$ cat config.mk
export PLATFORM = sky130hd
export DESIGN_NAME = demux_18
export DESIGN_NICKNAME = d
export VERILOG_FILES = /design/src/rtl/demux_18.sv
export SDC_FILE = /design/constraint.sdc
export NUM_CORES = 1
export LEC_CHECK = 0
export ABC_CLOCK_PERIOD_IN_PS = 1700
export CAP_MARGIN = 5
export CELL_PAD_IN_SITES_DETAIL_PLACEMENT = 1
export CELL_PAD_IN_SITES_GLOBAL_PLACEMENT = 2
export CORE_ASPECT_RATIO = 0.6
export CORE_MARGIN = 1
export CORE_UTILIZATION = 26
export CTS_CLUSTER_DIAMETER = 200
export DETAILED_ROUTE_END_ITERATION = 8
export PLACE_DENSITY = 0.81
export SYNTH_ARGS = -nofsm -noshare
export SYNTH_HDL_FRONTEND = slang
export SYNTH_SLANG_ARGS = --single-unit
export TNS_END_PERCENT = 100
$ cat constraint.sdc
create_clock -name clk -period 1.7 [get_ports clk]
set_clock_uncertainty 0.15 [all_clocks]
set_input_delay 0.17 -clock clk [delete_from_list [all_inputs] [get_ports clk]]
set_output_delay 0.17 -clock clk [all_outputs]
set_load 0.1 [all_outputs]
$ cat src/rtl/demux_18.sv
// Registered 1-to-8 demultiplexer with a bit-serial word assembler.
// A data bit is steered into one of eight lanes by an explicit select or by a wrapping lane counter.
module demux_18 #(
    parameter logic [7:0] CLR_VAL = 8'h00
) (
    input  logic       clk,
    input  logic       rst,
    input  logic       clr,
    input  logic       en,
    input  logic       auto,
    input  logic [2:0] s,
    input  logic       d,
    output logic [7:0] y,
    output logic [2:0] cnt,
    output logic [7:0] q,
    output logic       done
);

    typedef enum logic [2:0] {
        FILL_0, FILL_1, FILL_2, FILL_3, FILL_4, FILL_5, FILL_6, FILL_7
    } fill_e;

    fill_e      fill_q, fill_d;
    logic [7:0] y_q, y_d;
    logic [7:0] word_q, word_d;
    logic       done_q, done_d;
    logic [2:0] lane;

    always_comb begin
        lane   = auto ? fill_q : s;
        y_d    = y_q;
        fill_d = fill_q;
        word_d = word_q;
        done_d = 1'b0;
        if (clr) begin
            y_d    = CLR_VAL;
            fill_d = FILL_0;
        end else if (en) begin
            y_d[lane] = d;
            if (auto) begin
                fill_d = fill_e'(fill_q + 3'd1);
                // The eighth bit is bypassed straight into the completed word.
                if (fill_q == FILL_7) begin
                    word_d = {d, y_q[6:0]};
                    done_d = 1'b1;
                end
            end
        end
    end

    always_ff @(posedge clk) begin
        if (rst) begin
            y_q    <= CLR_VAL;
            word_q <= 8'h00;
            fill_q <= FILL_0;
            done_q <= 1'b0;
        end else begin
            y_q    <= y_d;
            word_q <= word_d;
            fill_q <= fill_d;
            done_q <= done_d;
        end
    end

    assign y    = y_q;
    assign cnt  = fill_q;
    assign q    = word_q;
    assign done = done_q;

endmodule

==> metrics.md, run 1 <==
| Metric | Value |
|---|---|
| Antenna viol nets, final | `0` |
| Worst-margin pin slew | `273 ps` |
| Syn Std Cell Area | `908 sq um` |
| Crit-path leading delay family | `simple AND/OR/NAND/NOR gates` |
| Crit path top cell by count | `ha_1` |
| Synth top area share | `44.1%` |
| Ports | `29` |
| Setup TNS | `0 ps` |
| CP endpoint kind | `flip-flop` |
| Fin cells | `174` |
| Layout cells sized above 1 | `29.5%` |
| Maximum vdd drop | `0.411 mV` |
| Seq/Total Area, Yosys | `44.1%` |
| Slew Limit Fails | `0` |
| Root buf cell | `clkbuf_8` |
| Final min period | `1540 ps` |
| Worst path buffer plus inverter count | `0` |
| EDFF count, synth | `0` |
| Fmax | `649 MHz` |
| Area leader, netlist | `dfxtp_1` |
| Pleak | `0.618 nW` |
| Status | `finished clean` |
| Pwr/cell area | `621 nW/um^2` |
| Placed cell count | `170` |
| Most common cell in the netlist | `nand2_1` |
| Seq cells post-synth | `20` |
| Placer Congestion | `0.737` |
| TritonCTS clock tree | `built` |
| Port bufs | `28` |
| Worst endpoint required time | `1740 ps` |
| Drt initial violations | `19` |
| WL per Instance | `13.6 um` |
| Top post-synthesis cells by area | `dfxtp_1, mux2i_1, nand2_1, o211ai_1, a21oi_1` |
| CP Class | `reg -> reg` |
| Post-Syn Area per Cell | `9.46 sq um` |
| Initial Util | `27.5%` |
| Row count | `16` |
| Mapped Nets | `107` |
| Crit share post-route | `90.6%` |
| Total gr overflow | `0` |
| Distinct cells, synth | `22` |
| Synthesis-to-layout area growth | `67.4%` |
| Crit-path slowest cell | `dfxtp_4` |
| Final core utilization | `46.0%` |
| Pre-antenna DRT Iters | `4` |
| First-pass GRT wire length | `3690 um` |
| Hold Fails Final Rpt | `0` |
| Reg clk slew, reported paths | `70 ps` |
| Most used DFF post-synth | `dfxtp_1` |
| RSZ-0062 raised after global routing | `false` |
| Vias after detailed routing | `798` |
| Die width | `78.3 um` |
| HPWL Detailed | `1960 um` |
| CP Launch Type | `flip-flop` |
| Most instantiated cells after synthesis | `nand2_1, dfxtp_1, mux2i_1` |
| Crit-path cells | `ha_1 -> ha_1 -> and4b_2 -> nand2_1 -> a21oi_1` |
| CTS Hold Bufs | `0` |
| Post-CTS setup buffer count | `0` |
| Routed Wire Length | `2370 um` |
| Initial antenna violation count | `0` |
| Syn. warnings | `0` |
| CP max stage delay | `410 ps` |
| Max cap viols | `0` |
| Vias per inst | `4.59` |
| Vias in the first global route | `713` |
| Mapped Cells | `96` |
| Largest fanout on the critical path | `8` |
| Net total in the final layout | `141` |
| Max Root-Sink Buffers | `2` |
| Residual DRC | `0` |
| Antenna diodes | `0` |
| Max-slew headroom | `81.7%` |
| Chip height | `47.8 um` |
| Cts repair resizes | `0` |
| WP data arrival | `1580 ps` |
| Die Area | `3740 sq um` |
| Largest net degree at the start of global routing | `13` |
| Hold Slack | `346 ps` |
| Tot GR Track Use | `13.5%` |
| Clock sink total | `20` |
| Placeable Area | `3300 sq um` |
| Final setup viols | `0` |
| HP Class | `reg -> reg` |
| CTS buffer count | `3` |
| Pwr Total | `0.944 mW` |
| Clock Latency Late Sink | `260 ps` |
| Async set-reset flop share out of synthesis | `0%` |
| H-tree depth | `1` |
==> final timing paths <==
| kind | start | endpoint | slack (ps) | depth (start not counted) |
|---|---|---|---|---|
| hold / removal | q[6] | q[6] | 350 | 2 |
| hold reg to reg | q[6] | q[6] | 350 | 2 |
| setup / recovery | cnt[0] | q[0] | 160 | 5 |
| setup reg to reg | cnt[0] | q[0] | 160 | 5 |
==> per-layer routing <==
metal | vias to the layer above | track usage, % | wire length [um]
li1 | 406 | - | -
met1 | 375 | 17.1 | 1110
met2 | 17 | 22.3 | 1140
met3 | 0 | 5.52 | 117
met4 | 0 | 2.22 | 0
met5 | - | 0 | 0
==> kinds of logic after synthesis <==
group,after synthesis,synth area share [%]
xor+xnor,1,0.964
buf+inv,4,3.03
mux,12,14.7
flops,20,44.1
simple gates,41,23.4
fa+ha+maj,2,2.75
compound gates,16,11.0
==> tightest hold or removal path, delay by kind of cell, from the launching register on <==
family          cells  cell delay [ps]
flops               1              340
compound gates      1               50
simple gates        1               60
==> area by class of cell <==
| class | count | area, sq um |
|---|---|---|
| well taps | 45 | 56.3 |
| repair buffers | 33 | 518 |
| multi-input cells | 72 | 482 |
| flip-flops and latches | 20 | 409 |
| fillers | 376 | 1780 |
| clock buffers | 4 | 55.1 |
==> per-stage QoR <==
step                      area (sq um)  setup slack (ps)
final                             1520               159
after detailed placement          1460              1.10
after global placement            1460              18.8
after floorplan                    917              10.6
after CTS                         1520              56.1
after global routing              1520              62.2
==> power by group <==
group | leakage (nW) | internal, mW | switching, mW
Clock | 0.0288 | 0.206 | 0.157
Sequential | 0.163 | 0.468 | 0.00486
Combinational | 0.426 | 0.0505 | 0.0579
==> placed cells by master (no fill, tap or decap) <==
cell type         n
a21oi_1           8
and3_1            1
and3b_1           3
and4b_2           1
buf_12           20
buf_4             5
clkbuf_8          4
clkdlybuf4s50_1   8
dfxtp_1          17
dfxtp_2           1
dfxtp_4           2
ha_1              2
mux2_2            1
mux2i_1          10
mux2i_4           1
nand2_1          26
nand4b_2          1
nor2_1            1
nor2_2            1
nor3_1            4
nor3b_1           2
nor3b_2           1
o211ai_1          8
xor2_1            1
==> flip-flops by register name, indices dropped and copies added (netlist names) <==
name / cells
cnt: 3
q: 8
done: 1
y: 8
Power figures use the tool's default switching activity.
==> run 2, diff against run 1 <==
- ABC_CLOCK_PERIOD_IN_PS: 1700 -> 1980
- CORE_UTILIZATION: 26 -> 28
- CTS_BUF_LIST: default -> sky130_fd_sc_hd__clkbuf_16
- PLACE_DENSITY: 0.81 -> 0.86
- clock period: 1.7 -> 1.98 ns (I/O delays scaled with it)
==> run 2 against run 1 <==
Against the previous run: non-clock buffer count down 1; clock-buffer cell count decreased by 1; critical path depth is the same; sequential share of layout area is 4.8 points higher; flip-flop and latch count unchanged; setup slack better by 170 ps; cell count shrank 2.3%.
==> metrics.md, run 2 (synthesis results as in run 1) <==
| Metric | Value |
|---|---|
| Status | `finished clean` |
| Layout cells sized above 1 | `27.3% (-2.1 points)` |
| Placeable Area | `2980 sq um (-9.7%)` |
| Hold Fails Final Rpt | `0 (unchanged)` |
| Cts repair resizes | `0 (unchanged)` |
| Setup TNS | `0 ps (unchanged)` |
| Row count | `15 (-1)` |
| Commonest non-fill, non-tap cell in the layout | `nand2_1` |
| Chip height | `46.1 um (-3.5%)` |
| Max-slew headroom | `76.4% (-5.3 points)` |
| CTS Hold Bufs | `0 (unchanged)` |
| Fmax | `606 MHz (-6.7%)` |
| Die Area | `3480 sq um (-6.9%)` |
| Clock Latency Late Sink | `250 ps (about the same)` |
| HPWL Detailed | `1790 um (-9.0%)` |
| Drt initial violations | `25 (+6)` |
| Post-CTS setup buffer count | `0 (unchanged)` |
| Vias in the first global route | `807 (+13%)` |
| Pwr/cell area | `712 nW/um^2 (+15%)` |
| Worst Hold Path EP | `q[7]` |
| R2r setup slk | `330 ps (+170 ps)` |
| PnR worst setup slack | `329 ps (+169 ps)` |
| CP Launch Type | `flip-flop` |
| Worst endpoint required time | `2000 ps (+260 ps)` |
| TritonCTS clock tree | `built` |
| Hold Crit Start | `q[7]` |
| Initial Util | `30.4% (+2.9 points)` |
| Final core utilization | `42.8% (-3.3 points)` |
| Worst reg2reg path endpoint | `q[0]` |
| Final min period | `1650 ps (+111 ps)` |
| Final setup viols | `0 (unchanged)` |
| Commonest cells after routing, fill and taps aside | `nand2_1, buf_4, dfxtp_1` |
| RSZ-0062 raised after global routing | `false` |
| CP endpoint kind | `flip-flop` |
| Antenna diodes | `0 (unchanged)` |
| R2r startpoint | `cnt[0]` |
| Pwr Total | `0.909 mW (-3.8%)` |
| Root buf cell | `clkbuf_16` |
| Clock sink total | `20 (unchanged)` |
| Largest fanout on the critical path | `8 (unchanged)` |
| Port bufs | `28 (unchanged)` |
| Residual DRC | `0 (unchanged)` |
| WP data arrival | `1680 ps (+100 ps)` |
| Net total in the final layout | `140 (-0.71%)` |
| Max Root-Sink Buffers | `2 (unchanged)` |
| Comb power frac | `9.4% (-2.1 points)` |
| Pleak | `0.569 nW (-7.9%)` |
| Slew Limit Fails | `0 (unchanged)` |
| Total gr overflow | `0 (unchanged)` |
| CP Class | `reg -> reg` |
| Placer Congestion | `0.770 (+4.5%)` |
| Crit path from | `cnt[0]` |
| Vias after detailed routing | `823 (+3.1%)` |
| R2R cell count | `5 (unchanged)` |
| H-tree depth | `1 (unchanged)` |
| Worst-margin pin slew | `354 ps (+80.8 ps)` |
| First-pass GRT wire length | `3630 um (-1.7%)` |
| Synthesis-to-layout area growth | `40.5%` |
| Tot GR Track Use | `14.4% (+0.90 points)` |
| Clk pwr share | `45.7% (+7.3 points)` |
| Crit share post-route | `83.4% (-7.2 points)` |
| Reg clk slew, reported paths | `50 ps (-20 ps)` |
| Reg power frac | `44.9% (-5.2 points)` |
| Ports | `29 (unchanged)` |
| Pre-antenna DRT Iters | `4 (unchanged)` |
| Hold Path Cell Cnt | `2 (unchanged)` |
| Initial antenna violation count | `0 (unchanged)` |
| Net Switching | `0.198 mW (-9.6%)` |
| Switching share of power | `21.8% (-1.4 points)` |
| Antenna viol nets, final | `0 (unchanged)` |
| Maximum vdd drop | `0.248 mV (-40%)` |
| DP Worst Slack | `170 ps (+169 ps)` |
| Vias per inst | `4.84 (+5.6%)` |
| Max cap viols | `0 (unchanged)` |
| Routed Wire Length | `2280 um (-4.0%)` |
| WL per Instance | `13.4 um (-1.8%)` |
| Die width | `75.5 um (-3.5%)` |
| HP Class | `reg -> reg` |
| CTS buffer count | `3 (unchanged)` |
| Int Pwr | `0.710 mW (-2.0%)` |
| Largest net degree at the start of global routing | `13 (unchanged)` |
==> run 2: changes by cell type in the layout (fill, tap and decap cells not counted) <==
cell	delta
and4b_1	+1
and4b_2	-1
buf_12	-20
buf_4	+19
clkbuf_16	+3
clkbuf_8	-4
clkinv_1	+1
dfxtp_2	+2
dfxtp_4	-2
==> run 2: worst max-delay path, cell delays in order, from the launching register on <==
cell     delay [ps]
dfxtp_2         400
ha_1            190
ha_1            180
and4b_1         420
nand2_1          90
a21oi_1         150
==> run 2: metal layers <==
| layer | track usage [%] | wire length (um) | vias up |
|---|---|---|---|
| met4 | 2.59 | 11 | 0 |
| met5 | 0 | 0 | - |
| li1 | - | - | 405 |
| met2 | 24.1 | 1070 | 21 |
| met3 | 5.25 | 115 | 2 |
| met1 | 18.0 | 1080 | 395 |
==> run 2: power groups by stage <==
stage | Clock, mW | Combinational [mW] | Sequential (mW)
floorplan | 0 | 0.0359 | 0.432
global placement | 0 | 0.0846 | 0.416
detailed placement | 0 | 0.0861 | 0.417
CTS | 0.426 | 0.0866 | 0.408
global route | 0.440 | 0.0919 | 0.408
finish | 0.415 | 0.0859 | 0.408
==> run 2: layout make-up <==
cell class | instances | area [sq um]
flip-flops and latches | 20 | 404
repair buffers | 32 | 260
clock buffers | 3 | 75.1
fillers | 339 | 1710
multi-input cells | 72 | 480
well taps | 42 | 52.6
clock inverters | 1 | 3.75
==> run 2: worst max path at each step <==
stage	slack [ps]	end	cells past startpoint
3_3_place_gp	210	y[0]	5
5_1_grt	190	q[0]	5
4_1_cts	300	q[0]	5
6_report	330	q[0]	5
2_1_floorplan	150	q[0]	6
3_5_place_dp	170	y[3]	5
==> run 2: stage by stage <==
step | cells | area (sq um) | hold WS (ps)
after floorplan | 96 | 912 | 117
after global placement | 166 | 1200 | 294
after detailed placement | 166 | 1200 | 302
after CTS | 170 | 1280 | 313
after global routing | 170 | 1280 | 335
final | 170 | 1280 | 305
==> run 3, diff against run 2 <==
- ABC_CLOCK_PERIOD_IN_PS: 1980 -> 1450
- CORE_UTILIZATION: 28 -> 23
- PLACE_DENSITY: 0.86 -> 0.77
- clock period: 1.98 -> 1.45 ns (I/O delays scaled with it)
==> run 3 against run 2 <==
Against the previous run: maximum frequency up 20%; combinational power up 63%; critical path depth shrank 1; critical endpoint is now y[3].
==> metrics.md, run 3 (synthesis results as in run 1) <==
| Metric | Value |
|---|---|
| Status | `finished clean` |
| CP Class | `reg -> reg` |
| RSZ-0062 raised after global routing | `false` |
| Max-slew headroom | `79.8% (+3.4 points)` |
| Antenna diodes | `0 (unchanged)` |
| Final min period | `1370 ps (-278 ps)` |
| R2r startpoint | `cnt[1]` |
| Clock Latency Late Sink | `250 ps (about the same)` |
| Ports | `29 (unchanged)` |
| Max Root-Sink Buffers | `2 (unchanged)` |
| Largest fanout on the critical path | `6 (-2)` |
| Net total in the final layout | `146 (+4.3%)` |
| H-tree depth | `1 (unchanged)` |
| Hold Fails Final Rpt | `0 (unchanged)` |
| Pwr/cell area | `775 nW/um^2 (+8.8%)` |
| CTS buffer count | `3 (unchanged)` |
| Tot GR Track Use | `13.1% (-1.3 points)` |
| Routed Wire Length | `2520 um (+11%)` |
| Reg clk slew, reported paths | `60 ps (about the same)` |
| Layout cells sized above 1 | `32.8% (+5.5 points)` |
| Die width | `83.1 um (+10%)` |
| WL per Instance | `13.9 um (+4.2%)` |
| CP endpoint kind | `flip-flop` |
| Worst reg2reg path endpoint | `y[3]` |
| Maximum vdd drop | `0.450 mV (+82%)` |
| Pwr Total | `1.26 mW (+39%)` |
| Initial Util | `24.4% (-6.0 points)` |
| Synthesis-to-layout area growth | `79.2%` |
| Fmax | `728 MHz (+20%)` |
| Final instance area | `1630 sq um (+28%)` |
| Placed Area | `1530 sq um (+28%)` |
| Final core utilization | `43.7% (+0.96 points)` |
| Max cap viols | `0 (unchanged)` |
| Total gr overflow | `0 (unchanged)` |
| Antenna viol nets, final | `0 (unchanged)` |
| Pleak | `0.661 nW (+16%)` |
| Port bufs | `28 (unchanged)` |
| Clock sink total | `20 (unchanged)` |
| Placer Congestion | `0.780 (+1.3%)` |
| Placeable Area | `3720 sq um (+25%)` |
| Pre-antenna DRT Iters | `4 (unchanged)` |
| HP Class | `reg -> reg` |
| Slew Limit Fails | `0 (unchanged)` |
| Vias per inst | `4.63 (-4.4%)` |
| Chip height | `50.7 um (+9.9%)` |
| Root buf cell | `clkbuf_16` |
| Initial antenna violation count | `0 (unchanged)` |
| CTS Hold Bufs | `0 (unchanged)` |
| Residual DRC | `0 (unchanged)` |
| R2R cell count | `4 (-1)` |
| WP data arrival | `1400 ps (-280 ps)` |
| End of the critical path | `y[3]` |
| Hold Slack | `342 ps (+36.3 ps)` |
| Row count | `17 (+2)` |
| Vias in the first global route | `877 (+8.7%)` |
| HPWL Detailed | `2040 um (+14%)` |
| Crit path from | `cnt[1]` |
| R2r setup slk | `80 ps (-250 ps)` |
| Worst-margin pin slew | `302 ps (-51.9 ps)` |
| CP Launch Type | `flip-flop` |
| Worst endpoint required time | `1480 ps (-520 ps)` |
| Final setup viols | `0 (unchanged)` |
| Crit share post-route | `94.7% (+11 points)` |
| Drt initial violations | `22 (-12%)` |
| TritonCTS clock tree | `built` |
| Commonest non-fill, non-tap cell in the layout | `nand2_1` |
| Die Area | `4210 sq um (+21%)` |
| Vias after detailed routing | `838 (+1.8%)` |
| First-pass GRT wire length | `4240 um (+17%)` |
| Commonest cells after routing, fill and taps aside | `nand2_1, buf_12, dfxtp_1` |
| Largest net degree at the start of global routing | `13 (unchanged)` |
-- run 3: cell count changes in the layout (fill, tap and decap cells not counted), moves of 3 or more --
cell,before,now
buf_12,0,20
buf_4,24,7
buf_6,0,3
dfxtp_2,3,0
dfxtp_4,0,3
-- run 3: per-stage QoR --
step | instances | setup TNS (ps) | setup slack [ps]
detailed placement | 177 | -2570 | -226
global route | 181 | 0 | 9.51
floorplan | 96 | -973 | -140
finish | 181 | 0 | 76.8
global placement | 177 | -2080 | -204
CTS | 181 | 0 | 11.5
-- run 3: routing by layer --
layer / vias up / GRT usage, % / wire length [um]
met4: 0 / 2.59 / 13
li1: 418 / - / -
met1: 401 / 16.4 / 1190
met5: - / 0 / 0
met2: 17 / 21.7 / 1220
met3: 2 / 4.77 / 102
-- run 3: layout make-up --
type / count / area [sq um]
Tap cell: 47 / 58.8
Timing Repair Buffer: 38 / 569
Fill cell: 402 / 2090
Clock inverter: 1 / 3.75
Clock buffer: 3 / 75.1
Sequential cell: 20 / 412
Multi-Input combinational cell: 72 / 509
-- run 3: timing repair --
action | in CTS | in global routing
resized for setup | 0 | 5
setup endpoints to repair | 0 | 4
setup buffers | 0 | 0
-- run 3: worst min-delay path by stage --
stage,slack [ps],startpoint,cells past startpoint,end
after floorplan,60,rst,1,cnt[0]
after global placement,330,q[6],2,q[6]
after detailed placement,330,q[0],2,q[0]
after CTS,340,q[0],2,q[0]
after global routing,370,q[6],2,q[6]
final,340,q[0],2,q[0]
-- run 3: worst max-delay path, stage by stage (launching register included) --
cell	delay, ps
dfxtp_4	350
buf_4	160
and3_1	190
o211ai_1	240
mux2i_1	210
-- run 3: power by group --
part           leakage (nW)  internal, mW  switching, mW
Sequential            0.164         0.548        0.00374
Combinational         0.458        0.0656         0.0742
Clock                0.0385         0.367          0.203
